==> src/rtl/otp_auth_ctrl.sv <==
`timescale 1ns/1ps
// OTP session controller: fetches a reference OTP, collects four BCD digits, compares on enter, counts failures.
// Latency: every output is registered, one cycle after the causing edge; no backpressure, gen_req holds until gen_ack.
module otp_auth_ctrl #(
    parameter int EXPIRE_CYC = 50_000_000,
    parameter int MAX_ATT    = 3
) (
    input  logic        clk,
    input  logic        rstn,
    input  logic        start,
    input  logic        digit_vld,
    input  logic [3:0]  digit,
    input  logic        enter,
    input  logic        clear,
    output logic        gen_req,
    input  logic        gen_ack,
    input  logic [15:0] lfsr_otp,
    output logic [15:0] otp_ref,
    output logic [15:0] user_otp,
    output logic        unlock,
    output logic        lock,
    output logic        expire,
    output logic [1:0]  wrng_att,
    output logic        busy
);
    localparam int            TW         = $clog2(EXPIRE_CYC);
    localparam logic [TW-1:0] TIMER_LAST = TW'(EXPIRE_CYC - 1);
    localparam logic [TW-1:0] TIMER_ONE  = TW'(1);
    localparam logic [1:0]    ATT_LOCK   = 2'(MAX_ATT);

    typedef enum logic [2:0] {
        S_IDLE,
        S_REQ,
        S_ENTRY,
        S_CHECK,
        S_UNLOCKED,
        S_LOCKED,
        S_EXPIRED
    } state_t;

    state_t         state, state_nx;
    logic [TW-1:0]  timer, timer_nx;
    logic [2:0]     cnt, cnt_nx;
    logic [15:0]    otp_ref_nx, user_otp_nx;
    logic           unlock_nx, lock_nx, expire_nx, gen_req_nx, busy_nx;
    logic [1:0]     wrng_att_nx, att_inc;

    assign att_inc = wrng_att + 2'd1;

    always_comb begin
        state_nx    = state;
        timer_nx    = timer;
        cnt_nx      = cnt;
        otp_ref_nx  = otp_ref;
        user_otp_nx = user_otp;
        unlock_nx   = unlock;
        lock_nx     = lock;
        expire_nx   = expire;
        wrng_att_nx = wrng_att;

        case (state)
            S_IDLE: begin
                if (start) state_nx = S_REQ;
            end
            S_REQ: begin
                if (gen_ack) begin
                    otp_ref_nx  = lfsr_otp;
                    user_otp_nx = '0;
                    cnt_nx      = '0;
                    timer_nx    = '0;
                    state_nx    = S_ENTRY;
                end
            end
            S_ENTRY: begin
                if (timer == TIMER_LAST) begin
                    state_nx  = S_EXPIRED;
                    expire_nx = 1'b1;
                end else begin
                    timer_nx = timer + TIMER_ONE;
                    if (clear) begin
                        user_otp_nx = '0;
                        cnt_nx      = '0;
                    end else if (enter && cnt == 3'd4) begin
                        state_nx = S_CHECK;
                    end else if (digit_vld && digit <= 4'd9 && cnt < 3'd4) begin
                        user_otp_nx = {user_otp[11:0], digit};
                        cnt_nx      = cnt + 3'd1;
                    end
                end
            end
            S_CHECK: begin
                // The session clock keeps running through the compare cycle so expiry stays wall-clock exact.
                if (timer != TIMER_LAST) timer_nx = timer + TIMER_ONE;
                if (user_otp == otp_ref) begin
                    state_nx  = S_UNLOCKED;
                    unlock_nx = 1'b1;
                end else begin
                    wrng_att_nx = att_inc;
                    if (att_inc == ATT_LOCK) begin
                        state_nx = S_LOCKED;
                        lock_nx  = 1'b1;
                    end else if (timer == TIMER_LAST) begin
                        state_nx  = S_EXPIRED;
                        expire_nx = 1'b1;
                    end else begin
                        state_nx    = S_ENTRY;
                        user_otp_nx = '0;
                        cnt_nx      = '0;
                    end
                end
            end
            S_UNLOCKED, S_EXPIRED: begin
                if (start) begin
                    unlock_nx   = 1'b0;
                    expire_nx   = 1'b0;
                    wrng_att_nx = '0;
                    state_nx    = S_REQ;
                end
            end
            S_LOCKED: begin
                state_nx = S_LOCKED;
            end
            default: begin
                state_nx = S_IDLE;
            end
        endcase

        gen_req_nx = (state_nx == S_REQ);
        busy_nx    = (state_nx == S_REQ) || (state_nx == S_ENTRY) || (state_nx == S_CHECK);
    end

    always_ff @(posedge clk or negedge rstn) begin
        if (!rstn) begin
            state    <= S_IDLE;
            timer    <= '0;
            cnt      <= '0;
            otp_ref  <= '0;
            user_otp <= '0;
            unlock   <= 1'b0;
            lock     <= 1'b0;
            expire   <= 1'b0;
            wrng_att <= '0;
            gen_req  <= 1'b0;
            busy     <= 1'b0;
        end else begin
            state    <= state_nx;
            timer    <= timer_nx;
            cnt      <= cnt_nx;
            otp_ref  <= otp_ref_nx;
            user_otp <= user_otp_nx;
            unlock   <= unlock_nx;
            lock     <= lock_nx;
            expire   <= expire_nx;
            wrng_att <= wrng_att_nx;
            gen_req  <= gen_req_nx;
            busy     <= busy_nx;
        end
    end

endmodule

==> config.mk <==
export PLATFORM = sky130hd
export DESIGN_NAME = otp_auth_ctrl
export DESIGN_NICKNAME = d
export VERILOG_FILES = /design/src/rtl/otp_auth_ctrl.sv
export SDC_FILE = /design/constraint.sdc
export NUM_CORES = 1
export LEC_CHECK = 0
export BUFFER_PORTS_ARGS = -buffer_cell sky130_fd_sc_hd__buf_4
export CORE_MARGIN = 4
export CORE_UTILIZATION = 47
export DETAILED_ROUTE_END_ITERATION = 8
export GPL_TIMING_DRIVEN = 0
export PLACE_DENSITY = 0.75
export SYNTH_ARGS = -nofsm -noshare
export SYNTH_HDL_FRONTEND = slang
export SYNTH_SLANG_ARGS = --single-unit
==> constraint.sdc <==
create_clock -name clk -period 2 [get_ports clk]
set_input_delay 0.1 -clock clk [delete_from_list [all_inputs] [get_ports clk]]
set_output_delay 0.1 -clock clk [all_outputs]
set_load 0.005 [all_outputs]
==> results.py, run 1 <==
metrics = {
    "critical_path": {
        "crit_arrival_ns": 2.29,
        "cp_top_family": "compound AO/OA/AOI/OAI gates",
        "crit_fanout": 7,
        "cp.required_ns": 2.25,
        "end_kind": "flop",
        "reg2reg_slack_ns": -0.04,
        "r2r_cells": 8,
        "slowest_stage": "dfrtp_1",
        "crit_path_start_kind": "flop",
        "crit_type": "reg -> reg",
        "r2r-end": "cnt[2]$_DFFE_PN0P_",
        "crit_chain": "xnor2_2 > nand4_1 > buf_4 > o41ai_4 > a221oi_2 > buf_6 > and4b_1 > a21o_1",
        "path_buf_inv": 2,
        "r2r-start": "otp_ref[12]$_DFFE_PN0P_",
        "max_stage_delay_ns": 0.42,
    },
    "clocking": {
        "cts_buffers": 9,
        "clk_latency_ns": 0.35,
        "cts_buffer_depth": 2,
        "path_clk_slew_ns": 0.08,
        "cts_max_level": 3,
        "root_buffer": "clkbuf_8",
        "cts.sinks": 71,
        "cts_tree": "done",
    },
    "global_route": {
        "antenna_found_initial": 0,
        "track_usage_pct": 22.3,
        "first_global_vias": 3348,
        "grt_pass1_wl_um": 15800,
        "grt_max_degree": 72,
        "grt_overflow": 0,
    },
    "placement": {
        "port_buffers": 65,
        "gp_congestion": 0.858,
        "place_ws_ns": -0.404,
        "dp_hpwl_um": 6360,
    },
    "synth": {
        "ys_seq_area_share_pct": 48.6,
        "ys_warn_count": 0,
        "syn_avg_cell_area_um2": 9.40,
        "syn_nets": 420,
        "synth_top_family_by_area": "simple AND/OR/NAND/NOR gates",
        "synth_fa_ha_area_share_pct": 1.37,
        "ys.flop_type": "dfrtp_1",
        "synthTopCellsByArea": "dfrtp_1, nand2_1, xnor2_1, o21ai_0, nand3_1",
        "netlist_area_um2": 3650,
        "synth_top_area_share_pct": 48.6,
        "synth_edf_count": 0,
        "async_reset_ff_share_pct": 100,
        "yosysUniqueCellTypes": 52,
        "yosys-mux-area-fraction_pct": 0.582,
        "synth_xor_area_share_pct": 5.99,
        "syn_inst": 389,
        "yosys.area_share.simple_pct": 22.3,
        "synth_largest_area_cell": "dfrtp_1",
        "synth-compound-area-share_pct": 15.2,
        "ys_seq_elements": 71,
    },
    "floorplan": {
        "die_x_um": 96.2,
        "start_util_pct": 49.3,
        "die-area_um2": 9250,
        "coreArea_um2": 7410,
        "rows": 31,
        "die_h_um": 96.2,
        "ios": 66,
    },
    "timing": {
        "setup_viol": 9,
        "fin_crit_ns": 2.04,
        "fin_skew_ns": 0.00948,
        "rsz0062_at_grt": "true",
        "worst-slew-pin-transition_ns": 0.888,
        "slew_headroom_pct": 40.8,
        "hold_slack_ns": 0.216,
        "fmax_ghz": 0.490,
        "final.setup.worst_slack_ns": -0.0402,
        "slew_violations": 0,
        "hold_violations": 0,
        "fin_setup_tns_ns": -0.156,
        "period_share_pct": 102,
    },
    "finish": {
        "fin_util_pct": 70.6,
        "antenna_cells": 0,
        "final_common_cell": "buf_4",
        "drive_gt1_share_pct": 38.8,
        "most-common-layout-cells": "buf_4, nand2_1, dfrtp_1",
        "layout.nets": 552,
        "area_growth_pct": 43.2,
    },
    "run_status": {
        "run_status": "complete, but fails checks",
        "violations": "setup timing",
    },
    "worst_hold_path": {
        "whs_endpoint": "cnt[2]$_DFFE_PN0P_",
        "whs_path_depth": 5,
        "worstHoldStart": "clear",
        "min_path_type": "in -> reg",
    },
    "routing": {
        "routed-wl-met3_um": 647,
        "drt-wirelength-per-cell_um": 16.4,
        "top_layer_used": "met4",
        "first_iter_violations": 161,
        "vias": 3423,
        "drt-total-wl_um": 10300,
        "detail-route-antenna-nets": 0,
        "wl_met2_um": 5120,
        "drc": 0,
        "via_per_inst": 5.48,
        "met1Wirelength_um": 4270,
        "first_pass_iters": 4,
    },
    "power": {
        "p_seq_share_pct": 34.9,
        "p_sw_share_pct": 40.2,
        "ir_worst_vdd_v": 0.000861,
        "clock_power_share_pct": 15.7,
        "pwr-share-comb_pct": 49.4,
        "p_leak_nw": 2.36,
        "pwr_density_cell_nw_per_um2": 1420,
        "power.switching_mw": 2.98,
        "power.internal_mw": 4.43,
        "power_mw": 7.41,
    },
    "job": {
        "cap_violations": 0,
    },
}
[flip-flops by register name, indices dropped and copies added (netlist names)]
register  count
state         3
user_otp     16
busy          1
wrng_att      2
timer        26
cnt           3
expire        1
lock          1
unlock        1
gen_req       1
otp_ref      16
[metal layers]
metal	track usage, %	up-vias
met3	6.10	20
met1	27.6	1694
li1	-	1612
met5	0	-
met4	10.4	0
met2	36.0	97
[stage by stage]
step / instance area [um2] / instances
after floorplan: 3650 / 389
after global placement: 4270 / 553
after detailed placement: 4270 / 553
after CTS: 4920 / 611
after global routing: 5230 / 625
final: 5230 / 625
[repair_timing]
action	CTS	global route
hold buffers	21	1
endpoints found under the setup margin	45	51
hold endpoints to repair	91	1
buffers inserted	22	12
pin swaps	15	16
gates cloned	0	1
resized for setup	20	71
[synthesized netlist by cell type, types with 3 or more instances]
cell type / instances
a2111oi_0: 6
a211oi_1: 3
a21oi_1: 11
a21oi_2: 7
buf_6: 3
clkbuf_1: 10
dfrtp_1: 71
ha_1: 4
inv_1: 25
nand2_1: 69
nand2b_1: 5
nand3_1: 29
nand4_1: 9
nor2_1: 19
o21ai_0: 31
o21ai_2: 7
or3_1: 4
or3_2: 8
xnor2_1: 25
[worst register-to-register path, cell delays in order (launching register included)]
cell and delay, ns:
dfrtp_1 0.42, xnor2_2 0.22, nand4_1 0.11, buf_4 0.17
o41ai_4 0.40, a221oi_2 0.13, buf_6 0.17, and4b_1 0.18
a21o_1 0.15
[power groups by stage]
stage | Combinational (mW) | Sequential [mW] | Clock (mW)
2_1_floorplan | 1.53 | 2.48 | 0
3_3_place_gp | 2.40 | 2.57 | 0
3_5_place_dp | 2.47 | 2.58 | 0
4_1_cts | 3.00 | 2.54 | 1.17
5_1_grt | 3.94 | 2.65 | 1.26
6_report | 3.66 | 2.58 | 1.17
[cells by family (layout without fill, tap and decap cells)]
group | Yosys count | in the layout
flops | 71 | 71
compound gates | 83 | 83
fa+ha+maj | 4 | 4
mux | 2 | 2
simple gates | 160 | 160
buf+inv | 44 | 181
xor+xnor | 25 | 25
[layout make-up]
class,count,area (um2)
inverter,25,93.8
buffer,18,135
sequential,71,1780
clock inverter,6,68.8
multi-input combinational,274,1910
fill,516,2180
tap,99,124
clock buffer,10,128
timing repair buffer,122,996
[worst max path at each step]
stage / depth (start not counted) / start / endpoint
after floorplan: 7 / timer[20]$_DFFE_PN0P_ / timer[19]$_DFFE_PN0P_
after global placement: 8 / otp_ref[12]$_DFFE_PN0P_ / user_otp[8]$_DFFE_PN0P_
after detailed placement: 7 / otp_ref[12]$_DFFE_PN0P_ / user_otp[10]$_DFFE_PN0P_
after CTS: 6 / user_otp[12]$_DFFE_PN0P_ / wrng_att[0]$_DFFE_PN0P_
after global routing: 7 / timer[0]$_DFFE_PN0P_ / busy$_DFF_PN0_
final: 8 / otp_ref[12]$_DFFE_PN0P_ / cnt[2]$_DFFE_PN0P_
(Power assumes the default switching activity.)
==> run 2, diff against run 1 <==
--- a/config.mk
+++ b/config.mk
@@ -5,12 +5,13 @@
 export SDC_FILE = /design/constraint.sdc
 export NUM_CORES = 1
 export LEC_CHECK = 0
+export ABC_AREA = 1
 export BUFFER_PORTS_ARGS = -buffer_cell sky130_fd_sc_hd__buf_4
 export CORE_MARGIN = 4
 export CORE_UTILIZATION = 47
 export DETAILED_ROUTE_END_ITERATION = 8
 export GPL_TIMING_DRIVEN = 0
-export PLACE_DENSITY = 0.75
+export PLACE_DENSITY = 0.73
 export SYNTH_ARGS = -nofsm -noshare
 export SYNTH_HDL_FRONTEND = slang
 export SYNTH_SLANG_ARGS = --single-unit
==> run 2 against run 1 <==
The run now ends clean. Utilization shrank 12 points. Maximum frequency up 11%. Total power down 14%. Cell count rose by 31%. Largest cell class unchanged. Wire length grew 8.2%. Critical path depth up 3. Clock power increased by 21%. Critical path type unchanged.
==> results.py, run 2 <==
metrics = {
    "synth": {
        "synth_xor_area_share_pct": 3.36,
        "synth_top_area_share_pct": 40.0,
        "yosysMostFrequentCell": "nand2_1",
        "ys_seq_elements": 71,
        "ys.flop_type": "dfrtp_1",
        "synth_edf_count": 0,
        "synth_commonest_cells": "nand2_1, nor2_1, inv_1",
        "ys_warn_count": 0,
        "yosysUniqueCellTypes": 35,
        "syn_nets": 648,
        "synth-compound-area-share_pct": 9.64,
        "netlist_area_um2": 4440,
        "syn_avg_cell_area_um2": 7.19,
        "ys_seq_area_share_pct": 40.0,
        "synth_largest_area_cell": "dfrtp_1",
        "synth_fa_ha_area_share_pct": 1.13,
        "yosys.area_share.simple_pct": 35.3,
        "synthTopCellsByArea": "dfrtp_1, nand2_1, nor2_1, inv_1, nand3_1",
        "syn_inst": 617,
        "synth_top_family_by_area": "simple AND/OR/NAND/NOR gates",
        "yosys-mux-area-fraction_pct": 0.254,
        "async_reset_ff_share_pct": 100,
    },
    "power": {
        "pwr-share-comb_pct": 44.5,
        "pwr_density_cell_nw_per_um2": 1180,
        "p_sw_share_pct": 41.3,
        "power.internal_mw": 3.76,
        "p_seq_share_pct": 33.3,
        "power.switching_mw": 2.64,
        "power_mw": 6.40,
        "p_leak_nw": 2.81,
        "ir_worst_vdd_v": 0.000696,
        "clock_power_share_pct": 22.2,
    },
    "finish": {
        "antenna_cells": 0,
        "fin_cells": 816,
        "drive_gt1_share_pct": 19.1,
        "layout.nets": 731,
        "fin_util_pct": 58.8,
        "fillCellCount": 853,
        "multi_input_area_um2": 2230,
        "top_regs": "timer x26, otp_ref x16, user_otp x16",
        "final_common_cell": "nand2_1",
        "largest_reg_flops": 26,
        "most-common-layout-cells": "nand2_1, nor2_1, inv_1",
        "top_register": "timer",
        "seqCellArea_um2": 1780,
        "area_growth_pct": 21.9,
        "stdcell_area_um2": 5410,
    },
    "floorplan": {
        "coreArea_um2": 9200,
        "die_x_um": 105,
        "die-area_um2": 11100,
        "start_util_pct": 48.2,
        "die_h_um": 105,
        "ios": 66,
        "rows": 35,
    },
    "routing": {
        "via_per_inst": 5.05,
        "drt-total-wl_um": 11100,
        "drt-wirelength-per-cell_um": 13.6,
        "drc": 0,
        "vias": 4124,
        "detail-route-antenna-nets": 0,
        "first_pass_iters": 5,
        "first_iter_violations": 205,
    },
    "global_route": {
        "grt_pass1_wl_um": 18600,
        "antenna_found_initial": 0,
        "track_usage_pct": 20.6,
        "grt_overflow": 0,
        "grt_max_degree": 72,
        "first_global_vias": 3949,
    },
    "clocking": {
        "cts_buffer_depth": 2,
        "cts.sinks": 71,
        "root_buffer": "clkbuf_8",
        "clk_latency_ns": 0.35,
        "cts_max_level": 3,
        "cts_tree": "done",
        "cts_buffers": 9,
        "cts_setup_buffers": 0,
        "path_clk_slew_ns": 0.08,
    },
    "run_status": {
        "run_status": "complete, no violations",
    },
    "timing": {
        "fin_skew_ns": 0.00612,
        "rsz0062_at_grt": "false",
        "hold_slack_ns": 0.00111,
        "worst-slew-pin-transition_ns": 0.910,
        "slew_headroom_pct": 39.3,
        "slew_violations": 0,
        "fin_crit_ns": 1.84,
        "fin_setup_tns_ns": 0,
        "fmax_ghz": 0.544,
        "period_share_pct": 92.0,
        "setup_viol": 0,
        "hold_violations": 0,
        "final.setup.worst_slack_ns": 0.161,
    },
    "placement": {
        "placed_area_um2": 5060,
        "dp_hpwl_um": 8350,
        "place_inst": 793,
        "place_ws_ns": 0.0788,
        "port_buffers": 65,
        "gp_congestion": 0.933,
    },
    "critical_path": {
        "cp.required_ns": 2.24,
        "crit_path_start_kind": "flop",
        "crit_fanout": 10,
        "crit_type": "reg -> reg",
        "reg2reg_slack_ns": 0.16,
        "r2r_cells": 11,
        "cp_top_family": "simple AND/OR/NAND/NOR gates",
        "max_stage_delay_ns": 0.42,
        "slowest_stage": "dfrtp_1",
        "crit_chain": "ha_4 > nand2_2 > nor2_8 > nand2_4 > nor2_4 > nand3_4 > nand2_4 > nor2_4 > buf_6 > nand3_1 > nand2_1",
        "path_buf_inv": 1,
        "crit_arrival_ns": 2.08,
        "cp.depth": 11,
        "end_kind": "flop",
    },
    "worst_hold_path": {
        "whs_path_depth": 3,
        "min_path_type": "in -> reg",
    },
    "job": {
        "cap_violations": 0,
    },
}
==> run 2: changes by cell type in the layout (fill, tap and decap cells not counted), sizes merged, moves of 7 or more <==
cell | previous run | this run
buf | 107 | 76
clkbuf | 21 | 13
dlygate4sd3 | 22 | 7
inv | 26 | 90
nand2 | 69 | 186
nand3 | 29 | 54
nand4 | 10 | 3
nor2 | 19 | 102
nor3 | 0 | 9
o21ai | 40 | 22
o21bai | 0 | 19
or3 | 12 | 0
xnor2 | 25 | 4
xor2 | 0 | 13
==> run 2: power by group through the flow <==
stage | Sequential (mW) | Clock, mW | Combinational (mW)
floorplan | 2.11 | 0 | 1.86
global placement | 2.13 | 0 | 2.76
detailed placement | 2.15 | 0 | 2.83
CTS | 2.12 | 1.44 | 2.85
global route | 2.19 | 1.49 | 3.18
finish | 2.13 | 1.42 | 2.85
==> run 2: path summary, 6_finish.rpt <==
check                                startpoint                       end
min in group asynchronous                  rstn   otp_ref[12]$_DFFE_PN0P_
setup reg to reg           timer[0]$_DFFE_PN0P_  user_otp[11]$_DFFE_PN0P_
hold reg to reg                lock$_DFFE_PN0P_          lock$_DFFE_PN0P_
max in group asynchronous                  rstn     timer[11]$_DFFE_PN0P_
hold / removal                      lfsr_otp[3]    otp_ref[3]$_DFFE_PN0P_
setup / recovery           timer[0]$_DFFE_PN0P_  user_otp[11]$_DFFE_PN0P_
==> run 2: per-layer routing <==
layer | up-vias | part of all wire, % | wire length (um) | GRT usage [%]
li1 | 2079 | - | - | -
met1 | 1892 | 44 | 4930 | 27.5
met2 | 134 | 47 | 5240 | 33.4
met3 | 19 | 6.8 | 751 | 3.64
met4 | 0 | 1.7 | 191 | 7.59
met5 | - | 0 | 0 | 0
==> run 2: what timing repair did <==
action	CTS	global route
gates resized for setup	0	7
hold endpoints to repair	77	0
hold buffers	7	0
endpoints found under the setup margin	0	38
==> run 2: cells by family (layout without fill, tap and decap cells) <==
group | after synthesis | in the layout
and+or+nand+nor | 355 | 355
buffers and inverters | 106 | 194
DFF | 71 | 71
AOI/OAI and AO/OA | 63 | 63
xor gates and xnor gates | 17 | 17
adders and majority gates | 4 | 4
muxes | 1 | 1
==> run 2: worst reg2reg max path, stage by stage, from the launching register on <==
cell,delay [ns]
dfrtp_1,0.42
ha_4,0.18
nand2_2,0.10
nor2_8,0.16
nand2_4,0.10
nor2_4,0.17
nand3_4,0.13
nand2_4,0.11
nor2_4,0.08
buf_6,0.14
nand3_1,0.07
nand2_1,0.07
==> run 2: cell type report <==
| cell class | instances | share of cell area [%] |
|---|---|---|
| clock buffer | 9 | 2.29 |
| timing repair buffer | 72 | 10.3 |
| buffer | 15 | 2.06 |
| clock inverter | 7 | 2.24 |
| tap | 111 | 2.57 |
| multi-input combinational | 440 | 41.3 |
| sequential | 71 | 32.8 |
| inverter | 91 | 6.41 |
==> run 3, diff against run 2 <==
--- a/config.mk
+++ b/config.mk
@@ -7,11 +7,12 @@
 export LEC_CHECK = 0
 export ABC_AREA = 1
 export BUFFER_PORTS_ARGS = -buffer_cell sky130_fd_sc_hd__buf_4
-export CORE_MARGIN = 4
-export CORE_UTILIZATION = 47
+export CELL_PAD_IN_SITES_DETAIL_PLACEMENT = 1
+export CELL_PAD_IN_SITES_GLOBAL_PLACEMENT = 2
+export CORE_UTILIZATION = 29
 export DETAILED_ROUTE_END_ITERATION = 8
 export GPL_TIMING_DRIVEN = 0
-export PLACE_DENSITY = 0.73
+export PLACE_DENSITY = 0.79
 export SYNTH_ARGS = -nofsm -noshare
 export SYNTH_HDL_FRONTEND = slang
 export SYNTH_SLANG_ARGS = --single-unit
==> run 3 against run 2 <==
The run now ends with DRC left. Non-clock buffer count is 4 lower. Sequential power hardly changed. Die area rose by 43%. Maximum frequency shrank 0.69%. Wire length grew 26%. Hold slack better by 0.011 ns. Utilization down 21 points. Clock-buffer cell count up 3. Critical endpoint is now user_otp[14]$_DFFE_PN0P_. Highest routed layer unchanged.
==> results.py, run 3 (synthesis gave the netlist of run 2 again) <==
metrics = {
    "run_status": {
        "run_status": "complete, but fails checks",
        "violations": "DRC",
    },
    "routing": {
        "drc": 12,
        "first_iter_violations": 189,
        "detail-route-antenna-nets": 0,
        "first_pass_iters": 8,
        "drt-wirelength-per-cell_um": 15.8,
        "via_per_inst": 4.73,
        "drt-total-wl_um": 14000,
        "vias": 4183,
    },
    "finish": {
        "antenna_cells": 0,
        "fillCellCount": 1865,
        "fin_cells": 885,
        "largest_reg_flops": 26,
        "stdcell_area_um2": 5510,
        "final_common_cell": "nand2_1",
        "area_growth_pct": 24.2,
        "layout.nets": 727,
        "most-common-layout-cells": "nand2_1, nor2_1, inv_1",
        "seqCellArea_um2": 1780,
        "top_regs": "timer x26, otp_ref x16, user_otp x16",
        "top_register": "timer",
        "multi_input_area_um2": 2240,
        "drive_gt1_share_pct": 19.5,
        "fin_util_pct": 37.3,
    },
    "global_route": {
        "grt_pass1_wl_um": 22800,
        "grt_overflow": 0,
        "antenna_found_initial": 0,
        "first_global_vias": 4487,
        "track_usage_pct": 18.5,
        "grt_max_degree": 72,
    },
    "power": {
        "p_seq_share_pct": 32.0,
        "ir_worst_vdd_v": 0.000513,
        "pwr_density_cell_nw_per_um2": 1220,
        "power.internal_mw": 3.92,
        "p_leak_nw": 2.82,
        "power.switching_mw": 2.82,
        "p_sw_share_pct": 41.9,
        "pwr-share-comb_pct": 43.8,
        "clock_power_share_pct": 24.2,
    },
    "floorplan": {
        "ios": 66,
        "coreArea_um2": 14800,
        "die_x_um": 126,
        "rows": 44,
        "die_h_um": 126,
        "start_util_pct": 30.1,
        "die-area_um2": 15800,
    },
    "timing": {
        "slew_headroom_pct": 34.7,
        "fin_skew_ns": 0.00611,
        "fin_crit_ns": 1.85,
        "rsz0062_at_grt": "false",
        "worst-slew-pin-transition_ns": 0.980,
        "setup_viol": 0,
        "hold_violations": 0,
        "period_share_pct": 92.6,
        "fmax_ghz": 0.540,
        "slew_violations": 0,
    },
    "clocking": {
        "cts_tree": "done",
        "cts_buffers": 9,
        "root_buffer": "clkbuf_16",
        "cts_max_level": 3,
        "cts_buffer_depth": 2,
        "path_clk_slew_ns": 0.06,
        "cts.sinks": 71,
        "clk_latency_ns": 0.34,
    },
    "placement": {
        "gp_congestion": 0.857,
        "port_buffers": 65,
        "dp_hpwl_um": 10700,
        "placed_area_um2": 5150,
        "place_inst": 866,
    },
    "critical_path": {
        "crit_type": "reg -> reg",
        "crit_fanout": 10,
        "crit_arrival_ns": 2.08,
        "r2r_cells": 12,
        "cp.required_ns": 2.23,
        "end_kind": "flop",
        "crit_path_start_kind": "flop",
    },
    "worst_hold_path": {
        "whs_path_depth": 3,
        "min_path_type": "in -> reg",
    },
    "job": {
        "cap_violations": 0,
    },
}
run 3: cell types whose count changed in the layout (fill, tap and decap cells not counted), sizes merged:
cell / change
clkbuf: +3
buf: +1
dlygate4sd3: -5
inv: +1
bufinv: -2
clkinv: -2
run 3: path summary, 6_finish.rpt:
| check | from | to | slack [ns] |
|---|---|---|---|
| worst max-delay path | user_otp[14]$_DFFE_PN0P_ | user_otp[14]$_DFFE_PN0P_ | 0.15 |
| worst min register to register | lock$_DFFE_PN0P_ | lock$_DFFE_PN0P_ | 0.47 |
| min in group asynchronous | rstn | otp_ref[14]$_DFFE_PN0P_ | 0.45 |
| worst min-delay path | lfsr_otp[7] | otp_ref[7]$_DFFE_PN0P_ | 0.01 |
| worst max register to register | user_otp[14]$_DFFE_PN0P_ | user_otp[14]$_DFFE_PN0P_ | 0.15 |
| max in group asynchronous | rstn | timer[10]$_DFFE_PN0P_ | 0.90 |
run 3: timing repair:
action                                  in CTS  in global routing
buffers inserted                             0                  1
resized for setup                            2                  8
hold buffers                                 2                  0
endpoints found under the hold margin       72                  0
endpoints found under the setup margin      20                 46
run 3: area by class of cell:
cell class | instances | area share [%]
Clock inverter | 4 | 0.818
Clock buffer | 12 | 4.47
Buffer | 15 | 2.02
Timing Repair Buffer | 68 | 9.36
Inverter | 91 | 6.29
Multi-Input combinational cell | 440 | 40.6
Sequential cell | 71 | 32.3
Tap cell | 184 | 4.18
run 3: metrics by stage:
stage | setup TNS [ns] | setup slack (ns) | hold WS, ns | power, mW
floorplan | 0 | 0.305 | -0.196 | 3.97
global placement | 0 | 0.0214 | 0.328 | 5.03
detailed placement | -0.327 | -0.0436 | 0.333 | 5.16
CTS | 0 | 0.00985 | 0.00321 | 6.82
global route | 0 | 0.00735 | 0.0223 | 7.22
finish | 0 | 0.148 | 0.0125 | 6.74
run 3: power groups by stage:
stage / clock network (mW) / registers (mW) / logic [mW]
3_3_place_gp: 0 / 2.15 / 2.88
2_1_floorplan: 0 / 2.11 / 1.86
3_5_place_dp: 0 / 2.18 / 2.98
6_report: 1.63 / 2.16 / 2.96
4_1_cts: 1.67 / 2.15 / 3.00
5_1_grt: 1.73 / 2.22 / 3.27
run 3: worst max-delay path, stage by stage, from the launching register on:
cell and delay, ns:
dfrtp_1 0.39, inv_1 0.09, nand2_1 0.06, nand2_1 0.05, nor2_1 0.11, nand2_1 0.13, nor2_4 0.16, nand2_2 0.11
nand2_1 0.08, nand2_1 0.12, buf_2 0.23, nand3_1 0.14, nand2_1 0.06
run 3: metal layers:
metal  GRT usage [%]  up-vias  part of all wire, %
li1                -     2075                    -
met1            24.0     2025                   48
met2            31.7       68                   48
met3            2.72       15                  3.1
met4            6.10        0                  1.5
met5               0        -                    0
